### src/rtl/axi_stream_pkg.sv
// Shared definitions for the AXI-stream insert arbiter slice.
// Default widths, FSM state encoding and bus slice helpers.
package axi_stream_pkg;

    localparam int DATA_WD_DEF      = 32;
    localparam int DATA_BYTE_WD_DEF = DATA_WD_DEF >> 3;

    localparam logic ST_IDLE = 1'b0;
    localparam logic ST_BUSY = 1'b1;

    typedef enum logic {
        IDLE = ST_IDLE,
        BUSY = ST_BUSY
    } arb_state_e;

    // Low bit of slice idx in a flattened bus of w-bit lanes.
    function automatic int slice_lo(input int idx, input int w);
        return idx * w;
    endfunction

endpackage

### src/rtl/rr_arbiter.sv
// Combinational round-robin picker: rotate by ptr, take lowest set
// bit, unrotate back to an absolute index. Works for any N >= 2.
module rr_arbiter #(
    parameter int N  = 4,
    parameter int PW = $clog2(N)
) (
    input  logic [PW-1:0] ptr,
    input  logic [N-1:0]  req,
    output logic [PW-1:0] sel,
    output logic          any
);

    logic [N-1:0] rot;
    logic [PW-1:0] off;
    logic [PW:0]   sum;

    assign rot = N'({req, req} >> ptr);
    assign any = |req;

    // Lowest set bit of the rotated request wins.
    always_comb begin
        off = '0;
        for (int k = N - 1; k >= 0; k--) begin
            if (rot[k]) off = PW'(k);
        end
    end

    assign sum = {1'b0, ptr} + {1'b0, off};
    assign sel = (sum >= (PW+1)'(N)) ? PW'(sum - (PW+1)'(N))
                                     : sum[PW-1:0];

endmodule

### src/rtl/axi_stream_insert_arb.sv
// Packet-level round-robin arbiter sharing one insert core among
// N_CH requesters; grant held until the core's header handshake.
module axi_stream_insert_arb
    import axi_stream_pkg::*;
#(
    parameter int N_CH         = 4,
    parameter int DATA_WD      = DATA_WD_DEF,
    parameter int DATA_BYTE_WD = DATA_WD >> 3,
    parameter int BYTE_CNT_WD  = $clog2(DATA_BYTE_WD),
    parameter int CH_WD        = $clog2(N_CH)
) (
    input  logic                         clk,
    input  logic                         rst_n,
    input  logic [N_CH-1:0]              ch_en,
    input  logic [N_CH-1:0]              s_valid_in,
    input  logic [N_CH-1:0]              s_last_in,
    input  logic [N_CH*DATA_WD-1:0]      s_data_in,
    input  logic [N_CH*DATA_BYTE_WD-1:0] s_keep_in,
    output logic [N_CH-1:0]              s_ready_in,
    input  logic [N_CH-1:0]              s_valid_insert,
    input  logic [N_CH*DATA_WD-1:0]      s_data_insert,
    input  logic [N_CH*DATA_BYTE_WD-1:0] s_keep_insert,
    input  logic [N_CH*BYTE_CNT_WD-1:0]  s_byte_insert_cnt,
    output logic [N_CH-1:0]              s_ready_insert,
    output logic                         core_valid_in,
    output logic                         core_last_in,
    output logic [DATA_WD-1:0]           core_data_in,
    output logic [DATA_BYTE_WD-1:0]      core_keep_in,
    input  logic                         core_ready_in,
    output logic                         core_valid_insert,
    output logic [DATA_WD-1:0]           core_data_insert,
    output logic [DATA_BYTE_WD-1:0]      core_keep_insert,
    output logic [BYTE_CNT_WD-1:0]       core_byte_insert_cnt,
    input  logic                         core_ready_insert,
    output logic                         grant_valid,
    output logic [CH_WD-1:0]             grant_id,
    output logic                         pkt_done
);

    arb_state_e state_q, state_d;
    logic [CH_WD-1:0] rr_ptr;
    logic [CH_WD-1:0] sel_id;
    logic [N_CH-1:0]  req;
    logic             req_any;
    logic             busy;
    logic             hdr_hs;

    logic [DATA_WD-1:0]      din_a  [N_CH];
    logic [DATA_BYTE_WD-1:0] kin_a  [N_CH];
    logic [DATA_WD-1:0]      dins_a [N_CH];
    logic [DATA_BYTE_WD-1:0] kins_a [N_CH];
    logic [BYTE_CNT_WD-1:0]  cnt_a  [N_CH];

    for (genvar i = 0; i < N_CH; i++) begin : g_unpack
        assign din_a[i]  = s_data_in[slice_lo(i, DATA_WD) +: DATA_WD];
        assign kin_a[i]  = s_keep_in[slice_lo(i, DATA_BYTE_WD) +: DATA_BYTE_WD];
        assign dins_a[i] = s_data_insert[slice_lo(i, DATA_WD) +: DATA_WD];
        assign kins_a[i] = s_keep_insert[slice_lo(i, DATA_BYTE_WD) +: DATA_BYTE_WD];
        assign cnt_a[i]  = s_byte_insert_cnt[slice_lo(i, BYTE_CNT_WD) +: BYTE_CNT_WD];
    end

    assign req  = ch_en & s_valid_in & s_valid_insert;
    assign busy = (state_q == BUSY);

    rr_arbiter #(
        .N  (N_CH),
        .PW (CH_WD)
    ) u_rr (
        .ptr (rr_ptr),
        .req (req),
        .sel (sel_id),
        .any (req_any)
    );

    assign core_valid_in        = busy & s_valid_in[grant_id];
    assign core_last_in         = s_last_in[grant_id];
    assign core_data_in         = din_a[grant_id];
    assign core_keep_in         = kin_a[grant_id];
    assign core_valid_insert    = busy & s_valid_insert[grant_id];
    assign core_data_insert     = dins_a[grant_id];
    assign core_keep_insert     = kins_a[grant_id];
    assign core_byte_insert_cnt = cnt_a[grant_id];

    assign hdr_hs = core_valid_insert & core_ready_insert;

    // Route core readies back to the owning channel only.
    always_comb begin
        s_ready_in     = '0;
        s_ready_insert = '0;
        if (busy) begin
            s_ready_in[grant_id]     = core_ready_in;
            s_ready_insert[grant_id] = core_ready_insert;
        end
    end

    // Next state: grant on any request, release on header handshake.
    always_comb begin
        state_d = state_q;
        unique case (state_q)
            IDLE:    if (req_any) state_d = BUSY;
            BUSY:    if (hdr_hs)  state_d = IDLE;
            default: state_d = IDLE;
        endcase
    end

    // State register.
    always_ff @(posedge clk or negedge rst_n) begin
        if (!rst_n) state_q <= IDLE;
        else        state_q <= state_d;
    end

    // Grant bookkeeping, done pulse and round-robin pointer update.
    always_ff @(posedge clk or negedge rst_n) begin
        if (!rst_n) begin
            grant_id    <= '0;
            grant_valid <= 1'b0;
            pkt_done    <= 1'b0;
            rr_ptr      <= '0;
        end else begin
            pkt_done <= 1'b0;
            if (!busy && req_any) begin
                grant_id    <= sel_id;
                grant_valid <= 1'b1;
            end
            if (busy && hdr_hs) begin
                grant_valid <= 1'b0;
                pkt_done    <= 1'b1;
                rr_ptr      <= (grant_id == CH_WD'(N_CH - 1))
                             ? '0 : grant_id + CH_WD'(1);
            end
        end
    end

endmodule

### config.mk
export PLATFORM = sky130hd
export DESIGN_NAME = axi_stream_insert_arb
export DESIGN_NICKNAME = d
export VERILOG_FILES = /design/src/rtl/axi_stream_pkg.sv /design/src/rtl/rr_arbiter.sv /design/src/rtl/axi_stream_insert_arb.sv
export SDC_FILE = /design/constraint.sdc
export NUM_CORES = 1
export LEC_CHECK = 0
export BUFFER_PORTS_ARGS = -buffer_cell sky130_fd_sc_hd__buf_2
export CORE_AREA = 5 5 155 157
export CTS_CLUSTER_SIZE = 28
export DETAILED_ROUTE_END_ITERATION = 7
export DIE_AREA = 0 0 160 162
export GPL_TIMING_DRIVEN = 0
export SYNTH_ARGS = -nofsm -noshare
export SYNTH_HDL_FRONTEND = slang
export SYNTH_SLANG_ARGS = --single-unit
### constraint.sdc
create_clock -name clk -period 2.4 [get_ports clk]
set_input_delay 0 -clock clk [delete_from_list [all_inputs] [get_ports clk]]
set_output_delay 0 -clock clk [all_outputs]
set_load 0.02 [all_outputs]
==> flow_summary.ini, run 1 <==
[timing]
final_min_period_over_clock_period_pct = 90.3
tightestPinTransition_ns = 0.586
setup_tns_ns = 0
finalSetupViolCount = 0
hold_violations = 0
min_period_ns = 2.17
relSlewSlack_pct = 60.9
finalClockSkew_ns = 0.00128
rsz0062_at_grt = no
max_freq_mhz = 461
worst_slack_ns = 0.233
drv_slew = 0

[synthesis]
ys_ff_latch = 7
synth_warnings = 0
post_synth.cell_area_avg_um2 = 14.6
ys.flop_type = dfrtp_1
syn_area_um2 = 2470
syn_nets = 490
yosys.area.top_type = mux4_2
synthArstFlopShare_pct = 100
synth_edf_count = 0
syn_inst = 169
synth.distinct_cells = 34
yosysSeqAreaShare_pct = 7.09
synthTopCellsByArea = mux4_2 68%, dfrtp_1 7.1%, and3_1 3.0%
yosysTopAreaCellShare_pct = 68.3

[global_routing]
grt_pass1_vias = 3912
grt_max_degree = 11
grt_util_met1_pct = 17.4
antenna_found_initial = 3
busiest_layer = met2
grt_util_met2_pct = 23.0
grt_util_all_layers_pct = 13.6
grt_overflow = 0
grt_pass1_wl_um = 26600
grtUsageMet3_pct = 3.96

[placed_design]
preCtsSetupSlack_ns = 0.124
placed_cells = 858
gp_congestion = 0.973
io_buffers = 404
post-dp-hpwl_um = 17500

[routing]
vias = 3709
ant_nets = 0
viasPerCell = 4.27
drtIter0Drc = 301
drt_first_pass_iters = 4
drc = 0
routed_wl_um = 19200
wl_per_cell_um = 22.1

[floorplanning]
ios = 405
die_h_um = 162
die_w_um = 160
die_area_um2 = 25900
initial_core_util_pct = 11.1
rows = 55
core_um2 = 22400

[layout]
fin_util_pct = 22.2
nets = 900
drive_gt1_share_pct = 87.4
finalNonFillerCells = 868
layout_common_cells = 411 x buf_2, 75 x mux4_2, 12 x and3_1
final_common_cell = buf_2
area_growth_pct = 101

[pwr]
p_clk_share_pct = 5.9
p_leak_uw = 0.00249
powerDensity_nw_per_um2 = 961
seq_power_share_pct = 4.6
p_sw_uw = 2460
internal_power_uw = 2310
power.total_uw = 4770
combPwrFrac_pct = 89.5
ir_drop_uv = 596
switching_share_pct = 51.6

[critical_path]
arrival_ns = 2.17
criticalPathCategory = reg -> out
worstPathRequired_ns = 2.40
cp-start-kind = flip-flop
worstRegToRegCells = 8
endpoint_kind = output port
cp_max_fo = 10

[run]
drv_cap = 0

[clock_network]
root_buffer = clkbuf_16
cts_tree = done
worstSkewPairLatency_ns = 0.23
cts_setup_buffers = 0
ctsLongestPathBuffers = 2
cts_num_sinks = 7
htreeDepth = 1
cts_buffers = 3
clkTransAtPathRegs_ns = 0.04

[status]
outcome = complete, no violations

[min_path]
min_path_type = in -> async
[area by class of cell]
class	instances	area [um^2]
sequential	7	175
tap	285	357
inverter	3	11.3
antenna	5	12.5
buffer	22	121
fill	2476	17400
timing repair buffer	405	2030
multi-input combinational	137	2170
clock buffer	4	78.8
[cells by family (layout without fill, tap and decap cells)]
group / count (synthesis) / in the layout / share of synthesized area [%]
muxes: 77 / 77 / 70.4
and+or+nand+nor: 36 / 36 / 8.25
buffers and inverters: 25 / 434 / 4.96
AOI/OAI and AO/OA: 18 / 18 / 6.38
DFF: 7 / 7 / 7.09
adders and majority gates: 5 / 5 / 2.53
xor gates and xnor gates: 1 / 1 / 0.354
other: 0 / 5 / 0
[synth_stat cells (2+ instances only)]
master	n
dfrtp_1	7
and2_1	2
clkbuf_1	9
a31oi_1	2
nor3_1	2
mux4_1	2
o21ai_0	2
mux4_2	75
ha_1	5
nor2_1	4
a21oi_1	2
buf_2	8
nand3_1	4
inv_1	3
nand2_1	8
buf_4	5
and3_1	12
[registers in the layout, summed over array words and instances, names as in the netlist]
name / flops
grant_id: 2
pkt_done: 1
grant_valid: 1
busy: 1
rr_ptr: 2
[worst paths after layout]
check | end | start | slack, ns
worst max register to register | grant_id[1] | rr_ptr[0] | 0.25
worst min register to register | grant_valid | grant_valid | 0.50
worst max-delay path | s_ready_in[1] | grant_id[1] | 0.23
max in group asynchronous | pkt_done | rst_n | 2.12
worst min-delay path | busy | rst_n | 0.12
min in group clk | rr_ptr[0] | core_ready_insert | 0.13
[repair_timing]
action                                 4_1_cts  5_1_grt
endpoints found under the hold margin        7        0
hold buffers                                 1        0
setup endpoints to repair                    4       22
gates resized for setup                      1        6
[metal layers]
layer	part of all wire [%]	routed length (um)
met1	39	7560
met3	8.9	1710
met5	0	0
met4	1.7	331
met2	50	9630
[power by group through the flow]
stage,combinational (uW),sequential (uW),clock (uW)
3_3_place_gp,4300,219,0
2_1_floorplan,2910,243,0
5_1_grt,4590,226,304
4_1_cts,4340,218,289
6_report,4270,218,282
3_5_place_dp,4320,219,0
[stage by stage]
stage / hold WS [ns] / area (um^2)
after floorplan: -0.296 / 2470
after global routing: 0.148 / 4960
final: 0.124 / 4960
after detailed placement: -0.161 / 4850
after CTS: 0.127 / 4940
after global placement: -0.163 / 4850
[worst max-delay path: stages (launching register included)]
cell,delay [ns]
dfrtp_1,0.40
buf_2,0.28
buf_4,0.27
clkbuf_2,0.32
inv_1,0.11
ha_1,0.21
and3_1,0.18
buf_2,0.16
No activity file was read; power rests on OpenSTA's default activity.
==> run 2, diff against run 1 <==
--- a/config.mk
+++ b/config.mk
@@ -6,11 +6,12 @@
 export NUM_CORES = 1
 export LEC_CHECK = 0
 export BUFFER_PORTS_ARGS = -buffer_cell sky130_fd_sc_hd__buf_2
-export CORE_AREA = 5 5 155 157
+export CORE_AREA = 5 5 154 156
 export CTS_CLUSTER_SIZE = 28
 export DETAILED_ROUTE_END_ITERATION = 7
-export DIE_AREA = 0 0 160 162
+export DIE_AREA = 0 0 159 161
 export GPL_TIMING_DRIVEN = 0
+export RECOVER_POWER = 100
 export SYNTH_ARGS = -nofsm -noshare
 export SYNTH_HDL_FRONTEND = slang
 export SYNTH_SLANG_ARGS = --single-unit
==> constraint.sdc (replaced) <==
create_clock -name clk -period 1.95 [get_ports clk]
set_input_delay 0 -clock clk [delete_from_list [all_inputs] [get_ports clk]]
set_output_delay 0 -clock clk [all_outputs]
set_load 0.02 [all_outputs]
==> run 2 against run 1 <==
Against the previous run: routed wire length down 8.0%; worst setup slack worse by 0.16 ns; sequential share of layout area down 0.056 points; clock skew down 0.00070 ns; total power up 29%; critical path depth up 2; die area down 1.2%; cell count unchanged; clock-buffer cell count unchanged; hold slack better by 0.099 ns; critical endpoint is now grant_id[1].
==> flow_summary.ini, run 2 (synthesis gave the netlist of run 1 again) <==
[critical_path]
r2r_slack_ns = 0.07
r2r-start = rr_ptr[0]
arrival_ns = 1.98
endpoint_kind = flip-flop
critPathSlowestCell = dfrtp_1
critPathLaunch = rr_ptr[0]
cp_max_fo = 7
cp-start-kind = flip-flop
cpPeakStageDelay_ns = 0.39
cp_top_family = compound AO/OA/AOI/OAI gates
cp_cell_sequence = buf_8 -> a2111oi_4 -> a21oi_2 -> o21ai_2 -> ha_2 -> xnor2_2 -> nor2_1 -> and3_1 -> a211o_1
crit_buf_inv = 1
worstPathRequired_ns = 2.06
criticalPathCategory = reg -> reg

[status]
outcome = complete, no violations

[pwr]
power.total_uw = 6160
p_leak_uw = 0.00253
ir_drop_uv = 673
powerDensity_nw_per_um2 = 1200

[layout]
layout_common_cells = 402 x buf_2, 75 x mux4_2, 12 x and3_1
nets = 904
drive_gt1_share_pct = 88.5
area_growth_pct = 107
largestRegisters = grant_id (2), rr_ptr (2)
num-fill-cells = 2441
finalNonFillerCells = 868
stdcell_area_um2 = 5110
final_common_cell = buf_2

[placed_design]
gp_congestion = 0.943
post-dp-hpwl_um = 16000
dpl_cell_area_um2 = 4860
placed_cells = 858
io_buffers = 404

[routing]
drc = 0
viasPerCell = 4.18
drt_first_pass_iters = 4
wl_per_cell_um = 20.4
drtIter0Drc = 182
vias = 3629
routed_wl_um = 17700
ant_nets = 0

[global_routing]
grt_overflow = 0
grt_util_all_layers_pct = 12.5
grt_max_degree = 11
grt_pass1_wl_um = 25300
grt_pass1_vias = 3936
antenna_found_initial = 1

[floorplanning]
initial_core_util_pct = 11.1
die_area_um2 = 25600
die_h_um = 161
core_um2 = 22200
ios = 405
die_w_um = 159
rows = 55

[timing]
whs_ns = 0.223
rsz0062_at_grt = yes
finalSetupViolCount = 0
final_min_period_over_clock_period_pct = 96.2
tightestPinTransition_ns = 0.521
max_freq_mhz = 533
setup_tns_ns = 0
finalClockSkew_ns = 0.000580
min_period_ns = 1.88
drv_slew = 0
hold_violations = 0
relSlewSlack_pct = 65.3

[clock_network]
cts_tree = done
cts_buffers = 3
worstSkewPairLatency_ns = 0.23
clkTransAtPathRegs_ns = 0.03
ctsLongestPathBuffers = 2
cts_num_sinks = 7
htreeDepth = 1
root_buffer = clkbuf_16

[run]
drv_cap = 0

[min_path]
min_path_type = in -> async
[run 2: worst paths after layout]
check / endpoint / cells past startpoint
min: rr_ptr[1] / 2
max: grant_id[1] / 9
min in group clk: rr_ptr[0] / 3
max reg2reg: grant_id[1] / 9
min reg2reg: grant_valid / 2
max in group asynchronous: grant_id[1] / 2
[run 2: metrics by stage]
| step | setup slack [ns] | utilization, % |
|---|---|---|
| 6_report | 0.0748 | 23.0 |
| 2_1_floorplan | 0.0108 | - |
| 4_1_cts | 0.000287 | 22.7 |
| 3_3_place_gp | -0.328 | 21.9 |
| 3_5_place_dp | -0.366 | 21.9 |
| 5_1_grt | -0.0155 | 23.0 |
[run 2: layout make-up]
type,instances,area (um^2),share of cell area (%)
Clock buffer,4,78.8,1.54
Multi-Input combinational cell,137,2230,43.6
Inverter,3,11.3,0.220
Tap cell,285,357,6.97
Timing Repair Buffer,409,2060,40.2
Antenna cell,1,2.50,0.0489
Buffer,22,198,3.86
Sequential cell,7,178,3.47
[run 2: repair_timing]
action / CTS / global route
hold buffers: 1 / 0
buffers inserted: 2 / 2
resized for setup: 24 / 18
endpoints found under the hold margin: 7 / 0
endpoints found under the setup margin: 85 / 75
pin swaps: 2 / 7
[run 2: power breakdown]
group / switching (uW) / internal, uW
clock network: 72.3 / 271
logic: 2960 / 2580
registers: 66.5 / 216
[run 2: layer usage]
layer	vias to the layer above	wire length (um)	track usage, %
met3	6	1230	2.73
met5	-	0	0
li1	1607	-	-
met4	0	52	1.05
met2	200	9510	22.9
met1	1816	6900	15.8
